File: config.mk
export PLATFORM = sky130hd
export DESIGN_NAME = dmem_port_arbiter
export DESIGN_NICKNAME = d
export VERILOG_FILES = /design/src/rtl/dmem_port_arbiter.sv
export SDC_FILE = /design/constraint.sdc
export NUM_CORES = 1
export LEC_CHECK = 0
export ABC_CLOCK_PERIOD_IN_PS = 6160
export CORE_MARGIN = 2
export CORE_UTILIZATION = 45
export CTS_CLUSTER_SIZE = 8
export DETAILED_ROUTE_END_ITERATION = 7
export HOLD_SLACK_MARGIN = 0.03
export PLACE_DENSITY_LB_ADDON = 0.1
export SKIP_CTS_REPAIR_TIMING = 1
export SLEW_MARGIN = 30
export SYNTH_ARGS = -nofsm -noshare
export SYNTH_HDL_FRONTEND = slang
export SYNTH_SLANG_ARGS = --single-unit
File: constraint.sdc
create_clock -name clk -period 6.16 [get_ports clk]
set_input_delay 1.232 -clock clk [delete_from_list [all_inputs] [get_ports clk]]
set_output_delay 1.232 -clock clk [all_outputs]
set_load 0.05 [all_outputs]
File: src/rtl/dmem_port_arbiter.sv
// dmem_port_arbiter: serialises the two load/store slots of a VLIW bundle
// (slot0 first, then slot1) over one fixed-latency data-memory port and
// holds the pipeline with stall until every requested access has finished.
// Optional feature macro: STORE_FWD_EN (slot0 store -> slot1 load to the same
// address is forwarded and the slot1 memory access is skipped).
module dmem_port_arbiter #(
    parameter int unsigned ADDR_W  = 8,
    parameter int unsigned DATA_W  = 16,
    parameter int unsigned MEM_LAT = 2
) (
    input  logic              clk,
    input  logic              reset,
    input  logic              req0,
    input  logic              req1,
    input  logic              we0,
    input  logic              we1,
    input  logic [ADDR_W-1:0] addr0,
    input  logic [ADDR_W-1:0] addr1,
    input  logic [DATA_W-1:0] wdata0,
    input  logic [DATA_W-1:0] wdata1,
    output logic [DATA_W-1:0] rdata0,
    output logic [DATA_W-1:0] rdata1,
    output logic              resp_valid,
    output logic              stall,
    output logic              mem_en,
    output logic              mem_we,
    output logic [ADDR_W-1:0] mem_addr,
    output logic [DATA_W-1:0] mem_wdata,
    input  logic [DATA_W-1:0] mem_rdata
);

    localparam int unsigned CNT_W = (MEM_LAT > 1) ? $clog2(MEM_LAT) : 1;

    typedef enum logic [1:0] {
        S_IDLE,
        S_ISS,
        S_WAIT,
        S_RESP
    } state_t;

    state_t             state;
    state_t             state_nxt;
    logic               sel;
    logic [CNT_W-1:0]   cnt;
    logic               cap_req1;
    logic               cap_we0;
    logic               cap_we1;
    logic [ADDR_W-1:0]  cap_addr0;
    logic [ADDR_W-1:0]  cap_addr1;
    logic [DATA_W-1:0]  cap_wdata0;
    logic [DATA_W-1:0]  cap_wdata1;
    logic               fwd_hit;
    logic               sel_we;

`ifdef STORE_FWD_EN
    assign fwd_hit = cap_we0 && cap_req1 && !cap_we1 && (cap_addr0 == cap_addr1);
`else
    assign fwd_hit = 1'b0;
`endif

    assign sel_we = sel ? cap_we1 : cap_we0;

    // State register
    always_ff @(posedge clk or posedge reset) begin
        if (reset) begin
            state <= S_IDLE;
        end else begin
            state <= state_nxt;
        end
    end

    // Next-state logic
    always_comb begin
        state_nxt = state;
        case (state)
            S_IDLE: if (req0 || req1) state_nxt = S_ISS;
            S_ISS:  state_nxt = S_WAIT;
            S_WAIT: begin
                if (cnt == '0) begin
                    if (!sel && cap_req1 && !fwd_hit) state_nxt = S_ISS;
                    else                             state_nxt = S_RESP;
                end
            end
            S_RESP: state_nxt = S_IDLE;
            default: state_nxt = S_IDLE;
        endcase
    end

    // Capture registers, slot select, latency counter and load results
    always_ff @(posedge clk or posedge reset) begin
        if (reset) begin
            sel        <= 1'b0;
            cnt        <= '0;
            cap_req1   <= 1'b0;
            cap_we0    <= 1'b0;
            cap_we1    <= 1'b0;
            cap_addr0  <= '0;
            cap_addr1  <= '0;
            cap_wdata0 <= '0;
            cap_wdata1 <= '0;
            rdata0     <= '0;
            rdata1     <= '0;
        end else begin
            case (state)
                S_IDLE: begin
                    if (req0 || req1) begin
                        cap_req1   <= req1;
                        cap_we0    <= we0;
                        cap_we1    <= we1;
                        cap_addr0  <= addr0;
                        cap_addr1  <= addr1;
                        cap_wdata0 <= wdata0;
                        cap_wdata1 <= wdata1;
                        sel        <= !req0;
                    end
                end
                S_ISS: cnt <= CNT_W'(MEM_LAT - 1);
                S_WAIT: begin
                    if (cnt == '0) begin
                        if (!sel_we) begin
                            if (sel) rdata1 <= mem_rdata;
                            else     rdata0 <= mem_rdata;
                        end
                        // Forwarding finishes the bundle here, so slot1 is never selected.
                        if (!sel && cap_req1) begin
                            if (fwd_hit) rdata1 <= cap_wdata0;
                            else         sel    <= 1'b1;
                        end
                    end else begin
                        cnt <= cnt - 1'b1;
                    end
                end
                default: ;
            endcase
        end
    end

    // Memory strobe, selected-slot fields, handshake outputs
    always_comb begin
        mem_en     = (state == S_ISS);
        mem_we     = sel_we;
        mem_addr   = sel ? cap_addr1 : cap_addr0;
        mem_wdata  = sel ? cap_wdata1 : cap_wdata0;
        resp_valid = (state == S_RESP);
        // Reset forces stall low even while a request is still presented.
        stall      = !reset && (state != S_RESP) &&
                     ((state != S_IDLE) || req0 || req1);
    end

endmodule

==> flow_metrics.py <==
metrics = {
    "global_route": {
        "grt_busiest_layer": "met2",
        "grt.overflow.total": 0,
        "grt.total_usage": 0.164,
        "grt_util_met1": 0.199,
        "grt_pass1_vias": 2366,
        "grt_pass1_wl_mm": 11.4,
        "grt_max_degree": 59,
        "use_met3": 0.0455,
        "grt_use_met2": 0.281,
        "antenna_found_initial": 0,
    },
    "clock_network": {
        "clkTransAtPathRegs_ns": 0.07,
        "htreeDepth": 3,
        "clock-sinks": 87,
        "root_buffer": "clkbuf_8",
        "clk_latency_ns": 0.33,
        "cts_buffer_depth": 2,
        "cts_buffers": 9,
        "cts_tree": "built",
    },
    "pwr": {
        "vdd_ir_drop_max_mv": 0.311,
        "p_leak_nw": 2.24,
        "p_per_area_nw_per_um2": 621,
    },
    "drt": {
        "initialDrtViolationCount": 71,
        "first_pass_iters": 3,
        "wire_per_inst_um": 15.0,
        "drcViolationCount": 0,
        "routed_via_density": 4.87,
        "finalWirelength_mm": 7.18,
        "antenna_left": 0,
        "vias": 2336,
    },
    "hold_path": {
        "hp-class": "reg -> reg",
    },
    "placement": {
        "place_area_um2": 5100,
        "portBuffers": 129,
        "dpl.hpwl_mm": 5.19,
        "place.gp.congestion": 0.725,
    },
    "critical_path": {
        "critPathLaunchType": "primary input",
        "crit_path_top_delay_cell": "clkdlybuf4s50_1",
        "crit_type": "in -> out",
        "r2r_setup_slack_ns": 4.01,
        "cp_top_family": "buffers and inverters",
        "worst_ep_arrival_time_ns": 2.91,
        "worstPathMaxFanout": 4,
        "worst-endpoint-required_ns": 4.93,
        "crit_top_cell": "clkdlybuf4s50_1",
        "endpoint_kind": "output pin",
        "slowest_delay_ns": 0.71,
        "crit_chain": "clkdlybuf4s50_1 > nor3b_1 > nor3_1 > clkdlybuf4s50_1",
        "path_buf_inv": 2,
    },
    "timing": {
        "setup_violations": 0,
        "timing.final.crit_share": 0.673,
        "worst_pin_slew_ns": 0.839,
        "finalMaxSlewViolations": 0,
        "skew_ns": 0.0100,
        "fin_tns_setup_ns": 0,
        "relSlewSlack": 0.441,
        "whs_ns": 0.481,
        "period_minus_slack_ns": 4.15,
        "hold_viol": 0,
        "rsz0062_at_grt": "false",
        "fmax_ghz": 0.241,
    },
    "layout": {
        "syn2layout_area_growth_pct": 42.5,
        "final_cell_area_um2": 5280,
        "nets": 447,
        "n_antenna_cell": 0,
        "drive_gt1_frac": 0.341,
        "fillCellCount": 664,
    },
    "synth": {
        "yosys.area.top_type_share": 0.588,
        "synth_top_cell_by_area": "dfrtp_1",
        "synth_edf_count": 0,
        "synth.cells.most_frequent": "107 x mux2_2, 87 x dfrtp_1, 8 x buf_2",
        "yosysMostFrequentCell": "mux2_2",
        "ys_seq_area_frac": 0.588,
        "avgSynthCellArea_um2": 15.6,
        "synth_nets": 314,
        "ys_ff_latch": 87,
        "synth_cell_type_count": 20,
        "ys.warnings.count": 0,
        "ys_top_cells_by_area": "dfrtp_1 59%, mux2_2 33%, ha_1 2.0%, buf_2 1.1%, buf_6 0.91%",
        "syn_inst": 238,
        "synth_top_flop_cell": "dfrtp_1",
        "syn_area_um2": 3700,
        "ys_async_sr_fraction": 1.00,
    },
    "floorplanning": {
        "start_util": 0.457,
        "die_area_um2": 8970,
        "fp.dieW_um": 94.7,
        "core-area_um2": 8090,
        "ios": 130,
        "num_rows": 33,
        "dieHeight_um": 94.7,
    },
    "job": {
        "cap_viol_max_count": 0,
    },
    "outcome": {
        "status": "completed",
    },
}
## sequential cells by signal (all words and copies together), names as in the netlist
signal / count
cap_wdata1: 16
rdata0: 16
sel: 1
cap_addr0: 8
cap_we1: 1
rdata1: 16
cap_we0: 1
cnt: 1
cap_wdata0: 16
cap_req1: 1
cap_addr1: 8
state: 2
## logic make-up (layout without fill, tap and decap cells)
group	count (synthesis)	count (layout)	synth area share
flip-flops	87	87	0.588
adder cells (fa/ha/maj)	6	6	0.0203
AO/OA/AOI/OAI	10	10	0.0166
multiplexers	108	108	0.328
AND/OR/NAND/NOR	11	11	0.0216
buffers and inverters	16	153	0.0250
## layer usage
metal | up-vias | wire length [um] | share of wire
met3 | 6 | 543 | 0.076
met1 | 1143 | 3000 | 0.42
met2 | 76 | 3580 | 0.50
li1 | 1111 | - | -
met4 | 0 | 62 | 0.0086
met5 | - | 0 | 0
## cells in the final DEF, fill, tap and decap left out
cell	count
buf_4	3
bufinv_16	1
clkdlybuf4s50_1	129
nor4b_4	1
nor3_1	1
o21ai_4	1
clkbuf_1	2
clkinvlp_4	1
nor2_1	2
o21ai_0	1
o22a_1	1
inv_1	4
and4bb_1	1
a31oi_1	3
a21oi_1	3
nor3b_1	1
dfrtp_1	87
buf_6	1
nand2_1	4
mux2i_1	1
clkbuf_8	9
ha_1	6
clkinv_2	3
a221oi_1	1
mux2_2	107
or3b_2	1
## power breakdown
group / leakage, nW / switching (mW) / total, mW / internal, mW
Combinational: 1.10 / 1.11 / 1.92 / 0.807
Sequential: 1.05 / 0.151 / 0.993 / 0.841
Clock: 0.0892 / 0.181 / 0.366 / 0.184
Total: 2.24 / 1.44 / 3.28 / 1.83
## worst min-delay path, cell delays in order (launching register included)
cell and delay (ns):
dfrtp_1 0.35, nand2_1 0.05, nand2_1 0.06
## metrics by stage
stage           util  power (mW)  worst slack (ns)  cells
4_1_cts        0.652        3.32              1.99    480
3_5_place_dp   0.630        2.94              2.01    465
2_1_floorplan      -        2.36              2.60    238
5_1_grt        0.652        3.46              1.86    480
3_3_place_gp   0.628        2.91              2.03    464
6_report       0.652        3.28              2.01    480
## worst paths after layout
check                               from        endpoint  cells after the start
worst min-delay path            cap_req1        cap_req1                      2
worst min register to register  cap_req1        cap_req1                      2
worst max-delay path                req1           stall                      4
worst max register to register       sel      rdata1[12]                      2
min in group asynchronous          reset   cap_wdata1[4]                      2
max in group asynchronous          reset  cap_wdata0[10]                      3
## cell type report
cell class | instances | area (um2) | area share
well taps | 105 | 131 | 0.0249
repair buffers | 133 | 1330 | 0.251
inverters | 5 | 20.0 | 0.00380
clock inverters | 4 | 47.5 | 0.00901
multi-input cells | 135 | 1440 | 0.273
flip-flops and latches | 87 | 2180 | 0.413
clock buffers | 11 | 131 | 0.0249
Note: power is estimated with default switching activity, not from simulation.
==> edit: new RTL, same settings <==
Set the parameter `ADDR_W` to 7 (it was 8).
--- a/src/rtl/dmem_port_arbiter.sv
+++ b/src/rtl/dmem_port_arbiter.sv
@@ -4,7 +4,7 @@
 // Optional feature macro: STORE_FWD_EN (slot0 store -> slot1 load to the same
 // address is forwarded and the slot1 memory access is skipped).
 module dmem_port_arbiter #(
-    parameter int unsigned ADDR_W  = 8,
+    parameter int unsigned ADDR_W  = 7,
     parameter int unsigned DATA_W  = 16,
     parameter int unsigned MEM_LAT = 2
 ) (
Interface: changed (resized addr0, addr1 and mem_addr); port bits go from 130 to 127. No check against the original RTL was run, so the function may have changed too.
==> edit against the unedited design <==
- sequential power shrank 3.0%
- sequential share of layout area shrank 0.54 points
- cell area shrank 1.0%
- worst hold slack lost 0.0028 ns
- setup slack lost 0.012 ns
- sequential cell count shrank 2
- wire length shrank 0.58%
- synthesized area shrank 2.5%
- total power grew 0.22%
- highest routed layer unchanged
==> edit: results (changes against the unedited design) <==
** Outcome
- Run status :: finished clean (unchanged)

** Global routing
- The total global routing track utilization was 17.5% (was 16.4%).
- Met1 global-route usage :: 22.4% (was 19.9%)
- The maximum number of pins on one net before global-route repair came to 62 (was 59).
- Number of global-route vias before repair :: 2399 (was 2366)
- Met3 Usage GRT :: 6.61% (was 4.55%)

** Yosys
- The adder and majority gate portion of the synthesized area is 2.08% (was 2.03%).
- The sequential-to-total area share from yosys stat was 58.9% (was 58.8%).
- The distinct cell type count after synthesis came to 22 (was 20).
- Post-Synthesis Net Count :: 307 (was 314)
- Leading post-synthesis cells by instance count: mux2_2 (104), dfrtp_1 (85), buf_2 (7) (was mux2_2 (107), dfrtp_1 (87), buf_2 (8)).
- Ranking of synthesized cells by area :: dfrtp_1 (59%), mux2_2 (32%), ha_1 (2.1%), buf_2 (0.97%), nor4b_4 (0.66%) (was dfrtp_1 (59%), mux2_2 (33%), ha_1 (2.0%), buf_2 (1.1%), buf_6 (0.91%))
- The netlist area before placement was 0.00361 mm2 (was 0.00370 mm2).

** Critical path
- Length in cells of the worst reg-to-reg path :: 5 (was 2)
- Setup slack on the worst flop-to-flop path :: 4.00 ns (was 4.01 ns)
- The capture point of the worst reg-to-reg path is rdata0[12] (was rdata1[12]).
- Worst flop-to-flop path startpoint :: state[0] (was sel)

** STA
- Worst Hold Slack :: 0.479 ns (was 0.481 ns)
- Clock Skews :: 0.00562 ns (was 0.0100 ns)
- Relative max-transition margin :: 49.5% (was 44.1%)

** Power and ir drop
- Largest vdd supply drop :: 0.000423 V (was 0.000311 V)
- Leakage power figure :: 2.22 nW (was 2.24 nW)

** Drt
- Length of routed met2 wiring :: 3490 um (was 3580 um)
- Drt first pass iters :: 4 (was 3)
- Detailed-route vias per instance :: 4.96 (was 4.87)

** CTS
- The latest clock arrival within the worst-skew pair was 0.35 ns (was 0.33 ns).

** Placement
- Last weighted congestion value of the routability-driven placer :: 0.716 (was 0.725)
- The detailed-placement wirelength estimate was 5010 um (was 5190 um).
- Number of input and output port buffers inserted :: 126 (was 129)
- The placed cell area is 0.00500 mm2 (was 0.00510 mm2).

** Cells and area
- Layout Nets :: 438 (was 447)
[edit: cell types whose count changed in the layout (fill, tap and decap cells not counted)]
cell / unedited run / this run
bufinv_16: 1 / 2
clkinv_4: 0 / 1
dfrtp_1: 87 / 85
clkdlybuf4s50_1: 129 / 126
clkbuf_1: 2 / 0
nor4bb_4: 0 / 1
and4bb_1: 1 / 0
mux2_2: 107 / 104
clkbuf_8: 9 / 10
buf_4: 3 / 4
[edit: final cells by class]
cell class                      count  area, um2
Fill cell                         576       2540
Sequential cell                    85       2130
Multi-Input combinational cell    132       1420
Timing Repair Buffer              131       1300
Clock buffer                       10        138
Tap cell                          102        128
Clock inverter                      6       86.3
Inverter                            5       20.0
[edit: report_power, final]
| group | internal (W) | leakage, nW | total [W] | switching, W |
|---|---|---|---|---|
| Sequential | 0.000821 | 1.03 | 0.000963 | 0.000142 |
| Combinational | 0.000791 | 1.08 | 0.00189 | 0.00109 |
| Clock | 0.000239 | 0.112 | 0.000435 | 0.000196 |
